File: src/rtl/uart_pkg.sv
// Shared types, defaults and helpers for the memory-mapped UART receiver.
package uart_pkg;

  typedef enum logic [2:0] {IDLE, START, DATA, STOP, BREAK} rx_state_t;

  localparam int unsigned OVS = 16;

  localparam logic [31:0] DEF_DATA_AD = 32'h110001A0;
  localparam logic [31:0] DEF_STAT_AD = 32'h110001A4;
  localparam logic [31:0] DEF_POP_AD  = 32'h110001A8;

  localparam int unsigned ST_NEMPTY = 0;
  localparam int unsigned ST_FULL   = 2;
  localparam int unsigned ST_OVR    = 3;
  localparam int unsigned ST_FERR   = 4;

  // Rounded clocks-per-oversample-tick divider.
  function automatic int unsigned baud_div(input int unsigned clk_freq,
                                           input int unsigned baud);
    return (clk_freq + 8 * baud) / (OVS * baud);
  endfunction

endpackage

File: src/rtl/mmio_uart_rx_if.sv
// IOBUS slice seen by the UART receiver: address/write strobe in, read data and IRQ out.
interface mmio_uart_rx_if;

  logic [31:0] IOBUS_ADDR;
  logic        IOBUS_WR;
  logic [31:0] IOBUS_RDATA;
  logic        IRQ;

  modport master (
    output IOBUS_ADDR,
    output IOBUS_WR,
    input  IOBUS_RDATA,
    input  IRQ
  );

  modport slave (
    input  IOBUS_ADDR,
    input  IOBUS_WR,
    output IOBUS_RDATA,
    output IRQ
  );

endinterface

File: src/rtl/sync_fifo.sv
// Single-clock FIFO; a push while full is accepted only when a pop frees the head slot.
module sync_fifo #(
  parameter int unsigned WIDTH = 8,
  parameter int unsigned DEPTH = 16
) (
  input  logic                   clk,
  input  logic                   rst_n,
  input  logic                   i_push,
  input  logic                   i_pop,
  input  logic [WIDTH-1:0]       i_wdata,
  output logic [WIDTH-1:0]       o_rdata_c,
  output logic                   o_full_c,
  output logic                   o_empty_c,
  output logic [$clog2(DEPTH):0] o_count
);

  localparam int unsigned AW = $clog2(DEPTH);
  localparam int unsigned CW = AW + 1;

  logic [WIDTH-1:0] r_mem [DEPTH];
  logic [AW-1:0]    r_wr_ptr;
  logic [AW-1:0]    r_rd_ptr;
  logic [CW-1:0]    r_count;
  logic             w_do_push;
  logic             w_do_pop;

  assign o_full_c  = (r_count == CW'(DEPTH));
  assign o_empty_c = (r_count == '0);
  assign o_rdata_c = r_mem[r_rd_ptr];
  assign o_count   = r_count;

  assign w_do_push = i_push && (!o_full_c || i_pop);
  assign w_do_pop  = i_pop && !o_empty_c;

  // Storage needs no reset; the pointers and count define what is valid.
  always_ff @(posedge clk) begin
    if (w_do_push) begin
      r_mem[r_wr_ptr] <= i_wdata;
    end
  end

  always_ff @(posedge clk) begin
    if (!rst_n) begin
      r_wr_ptr <= '0;
      r_rd_ptr <= '0;
      r_count  <= '0;
    end else begin
      if (w_do_push) begin
        r_wr_ptr <= r_wr_ptr + AW'(1);
      end
      if (w_do_pop) begin
        r_rd_ptr <= r_rd_ptr + AW'(1);
      end
      case ({w_do_push, w_do_pop})
        2'b10:   r_count <= r_count + CW'(1);
        2'b01:   r_count <= r_count - CW'(1);
        default: r_count <= r_count;
      endcase
    end
  end

endmodule

File: src/rtl/mmio_uart_rx.sv
// 8N1 UART receiver with a byte FIFO, status/pop registers and a not-empty IRQ on IOBUS.
module mmio_uart_rx
  import uart_pkg::*;
#(
  parameter int unsigned CLK_FREQ   = 50_000_000,
  parameter int unsigned BAUD       = 115_200,
  parameter int unsigned FIFO_DEPTH = 16,
  parameter logic [31:0] DATA_AD    = DEF_DATA_AD,
  parameter logic [31:0] STAT_AD    = DEF_STAT_AD,
  parameter logic [31:0] POP_AD     = DEF_POP_AD
) (
  input  logic          CLK,
  input  logic          RST_N,
  input  logic          RX,
  mmio_uart_rx_if.slave bus
);

  localparam int unsigned DIV   = baud_div(CLK_FREQ, BAUD);
  localparam int unsigned DIV_W = (DIV > 1) ? $clog2(DIV) : 1;
  localparam int unsigned OS_W  = $clog2(OVS);
  localparam int unsigned CW    = $clog2(FIFO_DEPTH) + 1;

  rx_state_t        r_state;
  rx_state_t        w_state_nx;
  logic             r_rx_meta;
  logic             r_rx_s;
  logic [DIV_W-1:0] r_div_cnt;
  logic [OS_W-1:0]  r_os_cnt;
  logic [2:0]       r_bit_idx;
  logic [7:0]       r_shift;
  logic             r_ovr;
  logic             r_ferr;
  logic             r_irq;

  logic             w_tick;
  logic             w_div_restart;
  logic             w_os_clr;
  logic             w_os_inc;
  logic             w_bit_clr;
  logic             w_bit_inc;
  logic             w_sample_bit;
  logic             w_push;
  logic             w_ferr_set;
  logic             w_ovr_set;
  logic             w_pop;
  logic             w_stat_wr;
  logic             w_full;
  logic             w_empty;
  logic [CW-1:0]    w_count;
  logic [7:0]       w_head;
  logic [31:0]      w_stat;
  logic [31:0]      w_rdata;

  // Two-flop synchroniser; idles high so reset never looks like a start bit.
  always_ff @(posedge CLK) begin
    if (!RST_N) begin
      r_rx_meta <= 1'b1;
      r_rx_s    <= 1'b1;
    end else begin
      r_rx_meta <= RX;
      r_rx_s    <= r_rx_meta;
    end
  end

  assign w_tick = (r_div_cnt == DIV_W'(DIV - 1));

  always_ff @(posedge CLK) begin
    if (!RST_N) begin
      r_state <= IDLE;
    end else begin
      r_state <= w_state_nx;
    end
  end

  always_comb begin
    w_state_nx    = r_state;
    w_div_restart = 1'b0;
    w_os_clr      = 1'b0;
    w_os_inc      = 1'b0;
    w_bit_clr     = 1'b0;
    w_bit_inc     = 1'b0;
    w_sample_bit  = 1'b0;
    w_push        = 1'b0;
    w_ferr_set    = 1'b0;
    case (r_state)
      IDLE: begin
        if (!r_rx_s) begin
          w_state_nx    = START;
          w_div_restart = 1'b1;
          w_os_clr      = 1'b1;
        end
      end
      START: begin
        if (w_tick) begin
          if (r_os_cnt == OS_W'(OVS / 2 - 1)) begin
            w_os_clr = 1'b1;
            if (!r_rx_s) begin
              w_state_nx = DATA;
              w_bit_clr  = 1'b1;
            end else begin
              w_state_nx = IDLE;
            end
          end else begin
            w_os_inc = 1'b1;
          end
        end
      end
      DATA: begin
        if (w_tick) begin
          if (r_os_cnt == OS_W'(OVS - 1)) begin
            w_os_clr     = 1'b1;
            w_sample_bit = 1'b1;
            if (r_bit_idx == 3'd7) begin
              w_state_nx = STOP;
            end else begin
              w_bit_inc = 1'b1;
            end
          end else begin
            w_os_inc = 1'b1;
          end
        end
      end
      STOP: begin
        if (w_tick) begin
          if (r_os_cnt == OS_W'(OVS - 1)) begin
            w_os_clr = 1'b1;
            if (r_rx_s) begin
              w_push     = 1'b1;
              w_state_nx = IDLE;
            end else begin
              w_ferr_set = 1'b1;
              w_state_nx = BREAK;
            end
          end else begin
            w_os_inc = 1'b1;
          end
        end
      end
      BREAK: begin
        if (r_rx_s) begin
          w_state_nx = IDLE;
        end
      end
      default: w_state_nx = IDLE;
    endcase
  end

  // Free-running tick divider, oversample counter, bit index and shift register.
  always_ff @(posedge CLK) begin
    if (!RST_N) begin
      r_div_cnt <= '0;
      r_os_cnt  <= '0;
      r_bit_idx <= '0;
      r_shift   <= '0;
    end else begin
      if (w_div_restart || w_tick) begin
        r_div_cnt <= '0;
      end else begin
        r_div_cnt <= r_div_cnt + DIV_W'(1);
      end
      if (w_os_clr) begin
        r_os_cnt <= '0;
      end else if (w_os_inc) begin
        r_os_cnt <= r_os_cnt + OS_W'(1);
      end
      if (w_bit_clr) begin
        r_bit_idx <= '0;
      end else if (w_bit_inc) begin
        r_bit_idx <= r_bit_idx + 3'd1;
      end
      if (w_sample_bit) begin
        r_shift[r_bit_idx] <= r_rx_s;
      end
    end
  end

  assign w_pop     = bus.IOBUS_WR && (bus.IOBUS_ADDR == POP_AD);
  assign w_stat_wr = bus.IOBUS_WR && (bus.IOBUS_ADDR == STAT_AD);
  assign w_ovr_set = w_push && w_full && !w_pop;

  sync_fifo #(
    .WIDTH (8),
    .DEPTH (FIFO_DEPTH)
  ) u_fifo (
    .clk       (CLK),
    .rst_n     (RST_N),
    .i_push    (w_push),
    .i_pop     (w_pop),
    .i_wdata   (r_shift),
    .o_rdata_c (w_head),
    .o_full_c  (w_full),
    .o_empty_c (w_empty),
    .o_count   (w_count)
  );

  // Sticky error flags: a same-cycle set beats a clear.
  always_ff @(posedge CLK) begin
    if (!RST_N) begin
      r_ovr  <= 1'b0;
      r_ferr <= 1'b0;
      r_irq  <= 1'b0;
    end else begin
      if (w_ovr_set) begin
        r_ovr <= 1'b1;
      end else if (w_stat_wr) begin
        r_ovr <= 1'b0;
      end
      if (w_ferr_set) begin
        r_ferr <= 1'b1;
      end else if (w_stat_wr) begin
        r_ferr <= 1'b0;
      end
      r_irq <= (w_count != '0);
    end
  end

  always_comb begin
    w_stat            = '0;
    w_stat[ST_NEMPTY] = !w_empty;
    w_stat[ST_FULL]   = w_full;
    w_stat[ST_OVR]    = r_ovr;
    w_stat[ST_FERR]   = r_ferr;
  end

  always_comb begin
    w_rdata = '0;
    if ((bus.IOBUS_ADDR == DATA_AD) && !w_empty) begin
      w_rdata = {24'b0, w_head};
    end else if (bus.IOBUS_ADDR == STAT_AD) begin
      w_rdata = w_stat;
    end
  end

  assign bus.IOBUS_RDATA = w_rdata;
  assign bus.IRQ         = r_irq;

endmodule

File: src/flat_wrapper.sv
// flat-port wrapper written by rule: the top's interface ports become plain ports
module mmio_uart_rx_flat import uart_pkg::*;
#(
  parameter int unsigned CLK_FREQ   = 50_000_000,
  parameter int unsigned BAUD       = 115_200,
  parameter int unsigned FIFO_DEPTH = 16,
  parameter logic [31:0] DATA_AD    = DEF_DATA_AD,
  parameter logic [31:0] STAT_AD    = DEF_STAT_AD,
  parameter logic [31:0] POP_AD     = DEF_POP_AD
)
  (CLK, RST_N, RX, bus_IOBUS_ADDR, bus_IOBUS_WR, bus_IOBUS_RDATA, bus_IRQ);
  mmio_uart_rx_if bus_i ();
  input  logic CLK;
  input  logic RST_N;
  input  logic RX;
  input wire logic [$bits(bus_i.IOBUS_ADDR)-1:0] bus_IOBUS_ADDR;
  input wire logic [$bits(bus_i.IOBUS_WR)-1:0] bus_IOBUS_WR;
  output wire logic [$bits(bus_i.IOBUS_RDATA)-1:0] bus_IOBUS_RDATA;
  output wire logic [$bits(bus_i.IRQ)-1:0] bus_IRQ;
  assign bus_i.IOBUS_ADDR = bus_IOBUS_ADDR;
  assign bus_i.IOBUS_WR = bus_IOBUS_WR;
  assign bus_IOBUS_RDATA = bus_i.IOBUS_RDATA;
  assign bus_IRQ = bus_i.IRQ;
  mmio_uart_rx #(.CLK_FREQ(CLK_FREQ), .BAUD(BAUD), .FIFO_DEPTH(FIFO_DEPTH), .DATA_AD(DATA_AD), .STAT_AD(STAT_AD), .POP_AD(POP_AD)) u_core (.CLK(CLK), .RST_N(RST_N), .RX(RX), .bus(bus_i));
endmodule
File: config.mk
export PLATFORM = sky130hd
export DESIGN_NAME = mmio_uart_rx_flat
export DESIGN_NICKNAME = d
export VERILOG_FILES = /design/src/rtl/uart_pkg.sv /design/src/rtl/mmio_uart_rx_if.sv /design/src/rtl/sync_fifo.sv /design/src/rtl/mmio_uart_rx.sv /design/src/flat_wrapper.sv
export SDC_FILE = /design/constraint.sdc
export NUM_CORES = 1
export LEC_CHECK = 0
export ABC_AREA = 1
export BUFFER_PORTS_ARGS = -buffer_cell sky130_fd_sc_hd__buf_4
export CAP_MARGIN = 5
export CELL_PAD_IN_SITES_DETAIL_PLACEMENT = 1
export CELL_PAD_IN_SITES_GLOBAL_PLACEMENT = 1
export CORE_ASPECT_RATIO = 1.5
export CORE_MARGIN = 1
export CORE_UTILIZATION = 46
export DETAILED_ROUTE_END_ITERATION = 12
export PLACE_DENSITY = 0.84
export SLEW_MARGIN = 15
export SYNTH_ARGS = -nofsm -noshare
export SYNTH_HDL_FRONTEND = slang
export SYNTH_SLANG_ARGS = --single-unit
File: constraint.sdc
create_clock -name CLK -period 2.8 [get_ports CLK]
set_input_delay 0.42 -clock CLK [delete_from_list [all_inputs] [get_ports CLK]]
set_output_delay 0.42 -clock CLK [all_outputs]
set_load 0.005 [all_outputs]
After elaboration in Yosys (flattened, before gate mapping)
Memory sizes are Yosys's and may differ from the RTL's. A register that Yosys moved wholly into a read port is not among the register bits.
Index checks and enable logic that the tools add are counted.
- add/subtract/negate cells: 7
- order comparisons: 2
- equality and inequality tests: 23
- multiplexer cells: 52
- bitwise operators: 1
- reductions and logical operators: 24
- operators by type and width (kind ; count):
    equality test 32 x 29 -> 1 bit (second input constant) ; 3
    2-to-1 mux 32 bit ; 1
    2-to-1 mux 1 bit ; 31
    2-to-1 mux 3 bit ; 10
    inequality test 2 x 1 -> 1 bit (second input constant) ; 8
    case mux 3 bit (5 select lines) ; 1
    adder 4 x 1 -> 4 bit (second input constant) ; 3
    adder 5 x 1 -> 5 bit (second input constant) ; 2
    equality test 5 bit (second input constant) ; 2
    case mux 5 bit (2 select lines) ; 1
    AND reduction 9 bit ; 1
    bitwise mux 8 bit ; 1
    logical AND 1 bit ; 8
    2-to-1 mux 4 bit ; 2
    OR reduction 2 bit ; 4
    equality test 3 x 2 -> 1 bit (second input constant) ; 2
    equality test 3 bit (second input constant) ; 2
    nonzero test 2 bit ; 3
    zero test 5 bit ; 1
    2-to-1 mux 5 bit ; 1
    nonzero test 5 bit ; 1
    subtractor 5 x 1 -> 5 bit (second input constant) ; 1
    equality test 4 x 3 -> 1 bit (second input constant) ; 1
    equality test 4 bit (second input constant) ; 1
    other kinds (15) ; 18
- flip-flop bits (word level): 41
- memory bits (writable): 128
- input bits: 36
- output and inout bits: 33
- word-level logic and storage cells: 123
- memories: 1
- memories (memory ; words ; width ; read ports ; clocked after Yosys merged registers in ; wr ports ; RTL line ; source):
    u_core.u_fifo.r_mem ; 16 ; 8 ; 1 ; 1 ; 1 ; sync_fifo.sv:20 ; logic [WIDTH-1:0] r_mem [DEPTH];

Longest topological paths before layout
Gate-level depths: netlist (run 1).
- depth after elaboration: 7
- gate-level depth with buffers: 18
- depth with buffers taken out: 17

By module
A second synthesis (run 1) with hierarchy kept.
- cells, all modules: 852
- area total of the unflattened synthesis: 8194.1 um2
- modules (own cells, without submodules) (module ; instances ; cells each ; area each (um2) ; seq. area each (um2)):
    sync_fifo ; 1 ; 548 ; 6246.0 ; 4184.0
    mmio_uart_rx ; 1 ; 304 ; 1948.1 ; 560.5

Worst setup path after synthesis (run 1)
OpenSTA, ideal clock, no wires.
- path type: register to register
- start: register u_core.r_os_cnt[0]
- end: register u_core.u_fifo.r_count[4], in the netlist u_core.u_fifo.o_count[4]
- library setup time: 0.132 ns
- arrival time: 2.379 ns
- data required time: 2.668 ns
- path slack: 0.289 ns
- stages on the path, launching flop included: 16
- buffers on the path: 0
- period minus slack after synthesis: 2.511 ns
- path through: dfxtp_1 ha_1 nand3_1 nor2_4 inv_2 nor3_4 nand2_1 ha_1 xor2_1 ha_1 a21o_1 nand3_1 a21o_1 nand2_1 nand2_1 a21oi_1
- longest elaborated chain between the ends: 7
- elaborated cells on any way between the ends: 9
- classes of those cells: eq/ne (3); mux (4); reduce/logical (2)
- RTL lines (what ; RTL line ; source):
    start, declared ; mmio_uart_rx.sv:28 ; logic [OS_W-1:0] r_os_cnt;
    start signal, assigned ; mmio_uart_rx.sv:164 ; r_os_cnt <= r_os_cnt + OS_W'(1);
    equality test 4 bit * ; mmio_uart_rx.sv:125 ; if (r_os_cnt == OS_W'(OVS - 1)) begin
    2-to-1 mux 1 bit * ; mmio_uart_rx.sv:125 ;
    2-to-1 mux 1 bit * ; mmio_uart_rx.sv:124 ; if (w_tick) begin
    2-to-1 mux 1 bit * ; mmio_uart_rx.sv:85 ; case (r_state)
    logical AND 1 bit * ; sync_fifo.sv:32 ; assign w_do_push = i_push && (!o_full_c || i_pop);
    equality test 2 x 1 -> 1 bit / equality test 2 bit (equally long branches) ; sync_fifo.sv:54 ; case ({w_do_push, w_do_pop})
    case mux 5 bit (2 select lines) / nonzero test 2 bit (equally long branches) ; - ;
    end signal, assigned ; sync_fifo.sv:55 ; 2'b10: r_count <= r_count + CW'(1);
    end signal, assigned ; sync_fifo.sv:56 ; 2'b01: r_count <= r_count - CW'(1);
    end signal, assigned ; sync_fifo.sv:57 ; default: r_count <= r_count;
    end, declared ; sync_fifo.sv:23 ; logic [CW-1:0] r_count;
Mark *: on every way between the ends. The rest lies on a longest branch, timed or not.
A chain may end at the register's enable or synchronous reset.

==> out/results.tsv, run 1 <==
metric	value	unit
status	finished, final reports clean	
rr_endpoint	u_core.u_fifo.o_count[4]$_SDFFE_PN0P_	
fmax	377	MHz
synth_top_area_share	0.487	
ios	69	
ant_nets	0	
switching_share	0.239	
fp-row-count	58	
grt_pass1_wl	33300	µm
final_area	0.00910	mm²
synthCells	808	
nets	919	
r2r-start	u_core.r_div_cnt[0]$_SDFF_PP0_	
drtIter0Drc	361	
yosys-top-cells-area	edfxtp_1 (49%), dfxtp_1 (11%), nand2_1 (6.3%)	
htreeDepth	4	
numCtsBuffers	17	
post_dp_cell_area	0.00848	mm²
final-hold-violation-count	0	
antenna-diode-count	0	
start_util	0.471	
async_reset_ff_frac	0	
r2r_cells	16	
min_period	2650	ps
hp-class	input port to flop	
setup_viol	0	
synth_cell_types	34	
peakVddDrop	0.395	mV
cap_viol_max_count	0	
p_leak	3.88	nW
clock_sinks	173	
crit_arrival	2230	ps
grt_overflow_total	0	
min-delay-start	RX	
gr-usage-all-layers	0.256	
antenna_found_initial	0	
cts_buffer_depth	2	
chipHeight	163	µm
min_to	u_core.r_rx_meta$_SDFF_PN1_	
cp_cell_sequence	buf_4, o21ai_0, o22ai_1, nand2_1, nand3_1, nand3_1, nand2_1, buf_4	
synth_flop_cell	edfxtp_1	
skew	8.29	ps
rrSetupSlack	220	ps
worstPathRequired	2380	ps
worst_path_largest_cell_delay	470	ps
seqPwrFrac	0.509	
slowest_stage	dfxtp_4	
min_delay_path_depth	2	
ys_seq_elements	173	
critPathLaunchType	flop	
path_max_fanout	23	
end_kind	output pin	
p_clk_frac	0.443	
die_w	109	µm
rsz0062_at_grt	no	
crit_type	flop to output pin	
hpwlAfterDp	13900	µm
dr.pass1.iters	5	
area_growth_syn_to_layout	15.2	%
min_period_over_period	0.948	
internal_power	4.10	mW
grt_max_degree	35	
avgRoutedWirePerCell	19.4	µm
clkLatencyLatePin	430	ps
gp_congestion	0.820	
cts_tree	done	
yosysSeqAreaShare	0.601	
cts.reportedPaths.clkPinSlew	70	ps
worstMarginPinSlew	701	ps
port_buffers	44	
finalSetupTns	0	ps
combinationalPowerShare	0.048	
switching_power	1.29	mW
synth.avg_cell_area	9.78	µm²
core	0.0168	mm²
grt_pass1_vias	6504	
relSlewSlack	0.532	
avgViaCountPerCell	5.54	
final_layout_size_suffix_gt1_frac	0.158	
vias	6048	
synth_area	0.00790	mm²
yosysTopAreaCell	edfxtp_1	
power.density	593	mW/mm²
yosysWarnings	0	
die_area	0.0177	mm²
wirelength	21200	µm
synth_edf_count	128	
cts_setup_buffers	0	
slew_viol_final	0	
cts_root_buf	clkbuf_16	
post-route-drc-count	0	
flip-flops by register name, summed over array words and instances, names as in the netlist, named ones only:
register and cells:
u_core.u_fifo.r_wr_ptr 4, u_core.r_ferr 1, u_core.r_ovr 1, u_core.r_rx_s 1, u_core.r_os_cnt 4, u_core.u_fifo.o_count 5
u_core.bus.IRQ 1, u_core.r_div_cnt 5, u_core.r_state 3, u_core.r_bit_idx 3, u_core.r_shift 8, u_core.u_fifo.r_mem 128
u_core.u_fifo.r_rd_ptr 4, u_core.r_rx_meta 1
Yosys cell counts, types with 14 or more instances:
| cell type | number |
|---|---|
| inv_1 | 63 |
| dfxtp_1 | 45 |
| o21ai_0 | 56 |
| o22ai_1 | 19 |
| ha_1 | 14 |
| nand2_1 | 133 |
| edfxtp_1 | 128 |
| buf_4 | 25 |
| clkbuf_1 | 17 |
| nand3_1 | 70 |
| nor2_1 | 111 |
| a21oi_1 | 43 |
area by class of cell:
type                            instances  area, µm²
Sequential cell                       173       4750
Inverter                               67        251
Tap cell                              210        263
Clock inverter                         15        166
Timing Repair Buffer                   73        556
Multi-Input combinational cell        537       2690
Fill cell                            1878       7670
Clock buffer                           17        425
through the flow:
| step | util | instances | hold WS (ps) | worst slack, ps | total power [mW] |
|---|---|---|---|---|---|
| 2_1_floorplan | - | 831 | 393 | 289 | 3.00 |
| 3_3_place_gp | 0.506 | 1060 | 396 | 186 | 3.05 |
| 3_5_place_dp | 0.506 | 1060 | 399 | 66.4 | 3.06 |
| 4_1_cts | 0.541 | 1092 | 163 | 7.91 | 5.41 |
| 5_1_grt | 0.543 | 1092 | 164 | 1.06 | 5.55 |
| 6_report | 0.543 | 1092 | 169 | 146 | 5.39 |
power by group through the flow:
stage / logic [mW] / clock network [mW] / registers, mW
finish: 0.260 / 2.39 / 2.75
floorplan: 0.202 / 0 / 2.80
detailed placement: 0.260 / 0 / 2.80
global route: 0.301 / 2.50 / 2.75
global placement: 0.251 / 0 / 2.80
CTS: 0.261 / 2.41 / 2.75
layout by cell type, fill, tap and decap left out, types with 2 or more instances in the layout:
cell	count
a21o_1	2
a21oi_1	43
a22oi_1	6
buf_4	71
buf_6	2
clkbuf_16	17
clkinv_4	4
conb_1	24
dfxtp_1	43
edfxtp_1	128
ha_1	13
inv_1	63
inv_2	4
inv_6	3
inv_8	6
nand2_1	133
nand2_2	2
nand3_1	70
nand3_2	5
nand4_1	9
nand4_2	2
nor2_1	111
nor2_2	3
nor2_4	2
nor3_1	10
nor3_2	6
nor3_4	2
o21ai_0	56
o22ai_1	19
or2_2	4
xor2_1	9
metal layers:
layer | up-vias | wire length [µm] | GRT usage
li1 | 2831 | - | -
met5 | - | 0 | 0
met4 | 0 | 909 | 0.140
met1 | 2994 | 7700 | 0.261
met3 | 49 | 695 | 0.0440
met2 | 174 | 11900 | 0.479
worst max-delay path by stage:
stage	start	endpoint	slack, ps	depth (start not counted)
after floorplan	u_core.r_os_cnt[0]$_SDFFE_PP0P_	u_core.u_fifo.o_count[4]$_SDFFE_PN0P_	290	15
after global placement	bus_IOBUS_ADDR[21]	u_core.u_fifo.o_count[4]$_SDFFE_PN0P_	190	17
after detailed placement	bus_IOBUS_ADDR[21]	u_core.u_fifo.o_count[4]$_SDFFE_PN0P_	70	17
after CTS	flop	bus_IOBUS_RDATA[0]	8	8
after global routing	flop	bus_IOBUS_RDATA[3]	1	9
final	flop	bus_IOBUS_RDATA[0]	150	8
cell families after synthesis:
family                   count (synthesis)  share of synthesized area
AND/OR/NAND/NOR                        361                      0.207
XOR/XNOR                                11                     0.0122
buffers and inverters                  121                     0.0716
adder cells (fa/ha/maj)                 14                     0.0222
flip-flops                             173                      0.601
other                                    1                   0.000475
AO/OA/AOI/OAI                          127                     0.0863
worst max-delay path: cells and delay by family, from the launching register on:
family,cells,cell delay [ps]
flops,1,470
compound gates,2,470
buf+inv,2,420
simple gates,4,450
timing repair:
action / CTS / global route
resized for setup: 0 / 6
hold endpoints to repair: 0 / 0
endpoints found under the setup margin: 0 / 7
hold buffers: 0 / 0
(Power assumes the default switching activity.)
==> run 2, diff against run 1 <==
Settings changed: CELL_PAD_IN_SITES_GLOBAL_PLACEMENT 1 to 2, CORE_UTILIZATION 46 to 38.
==> run 2 against run 1 <==
Effect of this change:
- global-route usage fell by 6.0 points
- clock power fell by 7%
- via count fell by 4.2%
- flip-flop and latch count did not move
- combinational power rose by 2%
- total power fell by 3.1%
- maximum frequency rose by 0.84%
- clock skew rose by 3.3 ps
- sequential share of layout area fell by 0.61 points
- critical path type unchanged
==> out/results.tsv, run 2 (same netlist as run 1, synthesis figures left out) <==
metric	value	unit
status	finished, final reports clean	
final-hold-violation-count	0	
wirelength	19300	µm
die_area	0.0214	mm²
drtIter0Drc	305	
p_clk_frac	0.424	
start_util	0.387	
switching_share	0.211	
peakVddDrop	0.378	mV
port_buffers	44	
worstMarginPinSlew	754	ps
avgViaCountPerCell	5.03	
fmax	380	MHz
worst_path_largest_cell_delay	400	ps
clock_sinks	173	
area_growth_syn_to_layout	16.5	%
switching_power	1.10	mW
critPathLaunchType	flop	
chipHeight	179	µm
ios	69	
avgRoutedWirePerCell	16.8	µm
dr.pass1.iters	4	
hp-class	input port to flop	
cts_buffer_depth	2	
fillers	2352	
nets	924	
worstPathRequired	2380	ps
fp-row-count	64	
grt_pass1_vias	6139	
final_area	0.00920	mm²
relSlewSlack	0.496	
power.total	5.23	mW
antenna_found_initial	0	
largest_register_ffs	128	
p_leak	3.88	nW
min_period_over_period	0.940	
setup_viol	0	
layout_common_cells	nand2_1 (132), edfxtp_1 (128), nor2_1 (111)	
rrSetupSlack	260	ps
htreeDepth	4	
gr-usage-all-layers	0.196	
post-route-drc-count	0	
seqPwrFrac	0.526	
internal_power	4.13	mW
final_common_cell	nand2_1	
grt_pass1_wl	31400	µm
antenna-diode-count	0	
min_period	2630	ps
largest_register	u_core.u_fifo.r_mem	
end_kind	output pin	
fin_hold_ws	176	ps
cts_root_buf	clkbuf_16	
gp_congestion	0.858	
cts_tree	done	
clkLatencyLatePin	420	ps
power.density	568	mW/mm²
ant_nets	0	
cts.reportedPaths.clkPinSlew	70	ps
slew_viol_final	0	
vias	5795	
rsz0062_at_grt	no	
die_w	120	µm
numCtsBuffers	17	
hpwlAfterDp	13200	µm
skew	11.5	ps
core	0.0204	mm²
cp_cell_sequence	clkinvlp_4, buf_4, o21ai_0, o22ai_1, nand2_1, nand3_1, nand3_1, nand2_1, buf_4	
top_regs	u_core.u_fifo.r_mem x128, u_core.r_shift x8	
post_dp_cell_area	0.00861	mm²
finalSetupTns	0	ps
combinationalPowerShare	0.051	
final_layout_size_suffix_gt1_frac	0.160	
grt_overflow_total	0	
postCtsHoldBufs	0	
cap_viol_max_count	0	
path_max_fanout	14	
crit_arrival	2210	ps
crit_type	flop to output pin	
slowest_stage	dfxtp_1	
grt_max_degree	65	
run 2: path summary, 6_finish.rpt:
check                                  from                                     to  cells after the start
min reg2reg     u_core.r_rx_meta$_SDFF_PN1_               u_core.r_rx_s$_SDFF_PN1_                      1
min                                      RX            u_core.r_rx_meta$_SDFF_PN1_                      2
max                                    flop                     bus_IOBUS_RDATA[3]                      9
max reg2reg  u_core.r_div_cnt[0]$_SDFF_PP0_  u_core.u_fifo.o_count[4]$_SDFFE_PN0P_                     17
run 2: layout make-up:
class                      count  area, µm²  area share
clock buffer                  25        487      0.0529
clock inverter                 7       63.8     0.00694
inverter                      67        255      0.0277
multi-input combinational    537       2700       0.294
sequential                   173       4750       0.516
tap                          264        330      0.0359
timing repair buffer          78        614      0.0668
run 2: worst max-delay path: cells and delay by family, from the launching register on:
kind                   cells  cell delay, ps
flip-flops                 1             400
buffers and inverters      3             770
AND/OR/NAND/NOR            4             410
AO/OA/AOI/OAI              2             210
run 2: routing by layer:
metal	vias to the layer above	GRT usage	wire, µm
met3	16	0.0323	431
li1	2845	-	-
met2	77	0.388	11100
met4	0	0.0750	268
met1	2857	0.201	7520
met5	-	0	0
run 2: what timing repair did:
action / 4_1_cts / 5_1_grt
setup endpoints to repair: 0 / 5
buffers inserted: 0 / 1
resized for setup: 0 / 8
run 2: power by group through the flow:
stage / sequential [mW] / combinational (mW) / clock [mW]
floorplan: 2.80 / 0.202 / 0
CTS: 2.75 / 0.267 / 2.28
global route: 2.75 / 0.308 / 2.36
finish: 2.75 / 0.265 / 2.22
global placement: 2.80 / 0.260 / 0
detailed placement: 2.80 / 0.266 / 0
run 2: metrics by stage:
step / instances / util / worst slack (ps)
2_1_floorplan: 831 / - / 289
3_3_place_gp: 1118 / 0.422 / 134
3_5_place_dp: 1118 / 0.422 / 124
4_1_cts: 1150 / 0.448 / 41.9
5_1_grt: 1151 / 0.451 / 12.6
6_report: 1151 / 0.451 / 168
